--- config.mk ---
export PLATFORM = sky130hd
export DESIGN_NAME = kws_window_sched
export DESIGN_NICKNAME = d
export VERILOG_FILES = /design/src/rtl/kws_window_sched.sv
export SDC_FILE = /design/constraint.sdc
export NUM_CORES = 1
export LEC_CHECK = 0
export ABC_AREA = 1
export CAP_MARGIN = 5
export CORE_ASPECT_RATIO = 0.9
export CORE_MARGIN = 1
export CORE_UTILIZATION = 44
export CTS_CLUSTER_DIAMETER = 30
export DETAILED_ROUTE_END_ITERATION = 8
export GPL_TIMING_DRIVEN = 1
export HOLD_SLACK_MARGIN = 0.03
export PLACE_DENSITY_LB_ADDON = 0.15
export SLEW_MARGIN = 10
export SYNTH_ARGS = -nofsm -noshare
export SYNTH_HDL_FRONTEND = slang
export SYNTH_SLANG_ARGS = --single-unit
--- constraint.sdc ---
create_clock -name clk -period 2 [get_ports clk]
set_input_delay 0.4 -clock clk [delete_from_list [all_inputs] [get_ports clk]]
set_output_delay 0.4 -clock clk [all_outputs]
set_load 0.02 [all_outputs]
--- src/rtl/kws_window_sched.sv ---
// Sliding-window scheduler for the keyword-spotting accelerator. It fills the MFCC ring buffer,
// launches one inference per window or per hop, and returns the accelerator result as a pulse.
module kws_window_sched #(
  parameter int unsigned NUM_KEYWORDS = 10,
  parameter int unsigned MFCC_FRAMES  = 100,
  parameter int unsigned HOP_FRAMES   = 25,
  parameter int unsigned TIMEOUT_CYC  = 4096,
  localparam int unsigned AW = (MFCC_FRAMES > 1) ? $clog2(MFCC_FRAMES) : 1
) (
  input  logic                    clk,
  input  logic                    rst,
  input  logic                    flush,
  input  logic                    mfcc_valid,
  output logic                    mfcc_ready,
  output logic                    buf_wr_en,
  output logic [AW-1:0]           buf_wr_addr,
  output logic [AW-1:0]           win_base,
  output logic                    accel_start,
  input  logic                    accel_done,
  input  logic [NUM_KEYWORDS-1:0] accel_result,
  output logic [NUM_KEYWORDS-1:0] kws_result,
  output logic                    kws_valid,
  output logic                    busy,
  output logic                    err_timeout
);

  localparam int unsigned FW = $clog2(MFCC_FRAMES + 1);
  localparam int unsigned HW = $clog2(HOP_FRAMES + 1);
  localparam int unsigned TW = $clog2(TIMEOUT_CYC + 1);

  typedef enum logic [1:0] {S_FILL, S_START, S_RUN} state_t;

  state_t                  state_q, state_d;
  logic [AW-1:0]           wr_ptr_q, wr_ptr_d;
  logic [FW-1:0]           fill_cnt_q, fill_cnt_d;
  logic [HW-1:0]           hop_cnt_q, hop_cnt_d;
  logic                    primed_q, primed_d;
  logic [TW-1:0]           timer_q, timer_d;
  logic [AW-1:0]           win_base_d;
  logic [NUM_KEYWORDS-1:0] kws_result_d;
  logic                    kws_valid_d;
  logic                    err_timeout_d;
  logic                    hs;

  // Handshake-facing signals are decodes of the state register.
  assign mfcc_ready  = (state_q == S_FILL);
  assign accel_start = (state_q == S_START);
  assign busy        = (state_q == S_START) || (state_q == S_RUN);
  assign hs          = mfcc_valid && mfcc_ready;
  assign buf_wr_en   = hs;
  assign buf_wr_addr = wr_ptr_q;

  always_ff @(posedge clk or posedge rst) begin
    if (rst) begin
      state_q     <= S_FILL;
      wr_ptr_q    <= '0;
      fill_cnt_q  <= '0;
      hop_cnt_q   <= '0;
      primed_q    <= 1'b0;
      timer_q     <= '0;
      win_base    <= '0;
      kws_result  <= '0;
      kws_valid   <= 1'b0;
      err_timeout <= 1'b0;
    end else begin
      state_q     <= state_d;
      wr_ptr_q    <= wr_ptr_d;
      fill_cnt_q  <= fill_cnt_d;
      hop_cnt_q   <= hop_cnt_d;
      primed_q    <= primed_d;
      timer_q     <= timer_d;
      win_base    <= win_base_d;
      kws_result  <= kws_result_d;
      kws_valid   <= kws_valid_d;
      err_timeout <= err_timeout_d;
    end
  end

  always_comb begin
    state_d       = state_q;
    wr_ptr_d      = wr_ptr_q;
    fill_cnt_d    = fill_cnt_q;
    hop_cnt_d     = hop_cnt_q;
    primed_d      = primed_q;
    timer_d       = timer_q;
    win_base_d    = win_base;
    kws_result_d  = kws_result;
    kws_valid_d   = 1'b0;
    err_timeout_d = err_timeout;

    case (state_q)
      S_FILL: begin
        if (hs) begin
          wr_ptr_d = (wr_ptr_q == AW'(MFCC_FRAMES - 1)) ? '0 : wr_ptr_q + AW'(1);
          if (!primed_q) begin
            fill_cnt_d = fill_cnt_q + FW'(1);
            if (fill_cnt_q == FW'(MFCC_FRAMES - 1)) begin
              primed_d = 1'b1;
              state_d  = S_START;
            end
          end else if (hop_cnt_q == HW'(HOP_FRAMES - 1)) begin
            hop_cnt_d = '0;
            state_d   = S_START;
          end else begin
            hop_cnt_d = hop_cnt_q + HW'(1);
          end
        end
      end
      S_START: begin
        // Write pointer has already advanced past the newest frame, so it marks the oldest.
        win_base_d = wr_ptr_q;
        timer_d    = '0;
        state_d    = S_RUN;
      end
      S_RUN: begin
        if (accel_done) begin
          kws_result_d = accel_result;
          kws_valid_d  = 1'b1;
          state_d      = S_FILL;
        end else if (timer_q == TW'(TIMEOUT_CYC - 1)) begin
          err_timeout_d = 1'b1;
          state_d       = S_FILL;
        end else begin
          timer_d = timer_q + TW'(1);
        end
      end
      default: state_d = S_FILL;
    endcase

    // Flush overrides everything except the result register and the last window base.
    if (flush) begin
      state_d       = S_FILL;
      wr_ptr_d      = '0;
      fill_cnt_d    = '0;
      hop_cnt_d     = '0;
      primed_d      = 1'b0;
      timer_d       = '0;
      win_base_d    = win_base;
      kws_result_d  = kws_result;
      kws_valid_d   = 1'b0;
      err_timeout_d = 1'b0;
    end
  end

endmodule

==> summary.txt <==
Synth
  • Synthesized area per cell: 8.243 um^2
  • Yosys warnings: 0
  • Area leader, netlist: dfrtp_1
  • Mapped Area: 0.002803 mm^2
  • Cell variety after synth: 34
  • Cell count after synthesis: 340
  • Synth async-reset ratio: 100.0%
  • Sequential area share after synthesis: 48.21%
  • Top cell type's share of synthesized area: 48.21%
  • Synth top area cells: dfrtp_1 48%, nand2_1 13%, inv_1 5.8%
  • Post-synth net total: 363
  • Most frequent cell after synthesis: nand2_1
  • Synth cell count leaders: 100 x nand2_1, 54 x dfrtp_1, 43 x inv_1, 28 x nor2_1, 23 x nand3_1
  • #FFs+latches synth: 54
  • Post-synth EDFFs: 0
  • Most used DFF post-synth: dfrtp_1

Clock tree
  • Root Buffer: clkbuf_8
  • Htree depth: 2
  • Clock Latency Late Sink: 0.30 ns
  • Cts bufs inserted: 5
  • Post-CTS setup buffers: 0
  • CTS tree: done
  • Max Buffers Root-to-Sink: 2
  • Clock sink count: 54
  • Clk slew on worst S/H paths: 0.10 ns

Critical path
  • CP endpoint kind: output port
  • Worst EP arrival: 1.47 ns
  • R2r startpoint: state_q[0]
  • CP Launch Type: flip-flop
  • CP Class: reg2out
  • Crit path cell chain: inv_1, ha_2, nand2_2, inv_1, dlygate4sd2_1
  • Most used cell, CP: inv_1
  • Reg2reg path depth: 9
  • Critical Path Fanout Max: 3
  • Max incr delay on CP: 0.41 ns
  • R2r setup slk: 0.22 ns
  • Worst Path Required: 1.60 ns
  • Worst reg2reg endpoint: kws_result[8]
  • CP max stage cell: dfrtp_1

Placement
  • Routability Congestion: 0.8269
  • Setup WS pre-CTS: 0.01449 ns
  • Post-DP HPWL: 3906 um
  • I/O Buffers: 44

Layout
  • Fraction of layout cells with a size suffix above 1: 10.66%
  • Fin nets: 416
  • # diodes: 0
  • Area Overhead vs Synth: 24.11%

Timing
  • Worst-Margin Slew: 0.3269 ns
  • Crit share post-route: 93.47%
  • Fin crit period: 1.869 ns
  • FMAX: 0.5350 GHz
  • Clock Skews: 0.006626 ns
  • Final hold violation count: 0
  • Setup violators final: 0
  • Max-slew violations: 0
  • Post-route worst setup slack: 0.1307 ns
  • Max transition margin: 78.18%
  • RSZ-0062 raised after global routing: no
  • Setup TNS: 0 ns

Power
  • Sw frac: 35.79%
  • Internal power: 1.981 mW
  • Lkg Pwr: 1.692 nW
  • Clk network pwr share: 19.5%
  • Comb pwr share: 36.9%
  • VDD IR max: 0.5038 mV
  • NetSw: 1.104 mW
  • Seq pwr share: 43.6%
  • PwrDens: 886.9 mW/mm^2

Global routing
  • Largest net degree at the start of global routing: 55
  • GRT Resource Usage Total: 18.05%
  • Vias in the first global route: 2122
  • First-pass GRT wire length: 9660 um
  • Initial antenna violation count: 0
  • Overflow after GRT: 0

Die
  • Top Ports: 45
  • Die width: 86.13 um
  • Initial Util: 45.58%
  • Die area: 0.006693 mm^2
  • Die Y: 77.72 um
  • Core Area: 0.006148 mm^2
  • FP Rows: 27

Route
  • Via density: 4.792
  • Via count: 2305
  • Number of detailed-route iterations in the first pass: 4
  • Initial drt markers: 76
  • Residual DRC: 0
  • Wire per inst: 11.34 um
  • Final ANT Viol Nets: 0
  • Drt total wl: 5456 um

Min path
  • Worst min path class: in2async

Job
  • Max Cap Viol: 0

Outcome
  • Status: finished clean
## stage by stage
stage	cell area, um^2	instances	hold WS [ns]	utilization (%)	power [mW]
after floorplan	2803	340	0.4355	-	2.066
after global placement	3395	473	0.4504	55.21	2.540
after detailed placement	3395	473	0.4573	55.21	2.555
after CTS	3476	481	0.4613	56.53	3.134
after global routing	3478	481	0.5002	56.57	3.295
final	3478	481	0.4553	56.57	3.085
## layout make-up
type / instances / area, um^2
clock inverters: 2 / 13.76
repair buffers: 53 / 528.0
well taps: 87 / 108.9
fillers: 597 / 2670
multi-input cells: 236 / 1242
flip-flops and latches: 54 / 1351
clock buffers: 6 / 72.57
inverters: 43 / 161.4
## registers in the layout, summed over array words and instances (netlist names)
signal / count
buf_wr_addr: 7
err_timeout: 1
fill_cnt_q: 7
hop_cnt_q: 5
kws_result: 10
kws_valid: 1
primed_q: 1
state_q: 2
timer_q: 13
win_base: 7
## worst max-delay path: cells and delay by family (launching register included)
kind / cells / cell delay (ns)
simple gates: 1 / 0.06
buf+inv: 3 / 0.48
flops: 1 / 0.41
fa+ha+maj: 1 / 0.21
## what timing repair did
action                     in CTS  in global routing
gates resized for setup         4                  1
setup endpoints to repair       4                  1
hold buffers                    0                  0
## kinds of logic (layout without fill, tap and decap cells)
kind of cell | Yosys count | after routing | synth area share [%]
adders and majority gates | 8 | 8 | 3.572
buffers and inverters | 50 | 104 | 7.545
AOI/OAI and AO/OA | 40 | 40 | 8.840
DFF | 54 | 54 | 48.21
and+or+nand+nor | 179 | 179 | 29.02
xor gates and xnor gates | 9 | 9 | 2.813
## routing by layer
layer | part of all wire, % | up-vias | global-route usage (%)
met5 | 0 | - | 0
met4 | 1.5 | 0 | 6.167
met3 | 3.8 | 10 | 3.511
met2 | 45 | 37 | 29.21
met1 | 49 | 1072 | 24.19
li1 | - | 1186 | -
## cell usage in the layout, fill, tap and decap left out, types with 2 or more instances in the layout
cell	n
dfrtp_1	54
clkbuf_8	5
xnor2_1	3
nor2_4	3
a21oi_1	3
buf_12	2
nor2_2	2
nand2_1	100
dlygate4sd2_1	4
nor3_1	2
o22ai_1	2
inv_1	42
clkdlybuf4s50_1	40
buf_4	7
nand2_2	9
nand3_1	23
ha_1	7
xor2_1	6
o21ai_0	21
nor2_1	28
o21ai_2	6
nand4_1	7
## how the worst max path moves through the flow
| stage | cells past startpoint | from | to |
|---|---|---|---|
| after detailed placement | 4 | mfcc_valid | buf_wr_en |
| after global routing | 5 | state_q[0] | buf_wr_en |
| after floorplan | 1 | rst | buf_wr_addr[0] |
| after global placement | 4 | mfcc_valid | buf_wr_en |
| final | 5 | state_q[0] | buf_wr_en |
| after CTS | 5 | state_q[1] | buf_wr_en |
## power by group through the flow
| stage | clock [mW] | combinational, mW | sequential, mW |
|---|---|---|---|
| 4_1_cts | 0.629 | 1.16 | 1.35 |
| 5_1_grt | 0.670 | 1.26 | 1.37 |
| 3_5_place_dp | 0 | 1.19 | 1.37 |
| 6_report | 0.601 | 1.14 | 1.34 |
| 2_1_floorplan | 0 | 0.554 | 1.51 |
| 3_3_place_gp | 0 | 1.17 | 1.37 |
Note: power is estimated with default switching activity, not from simulation.
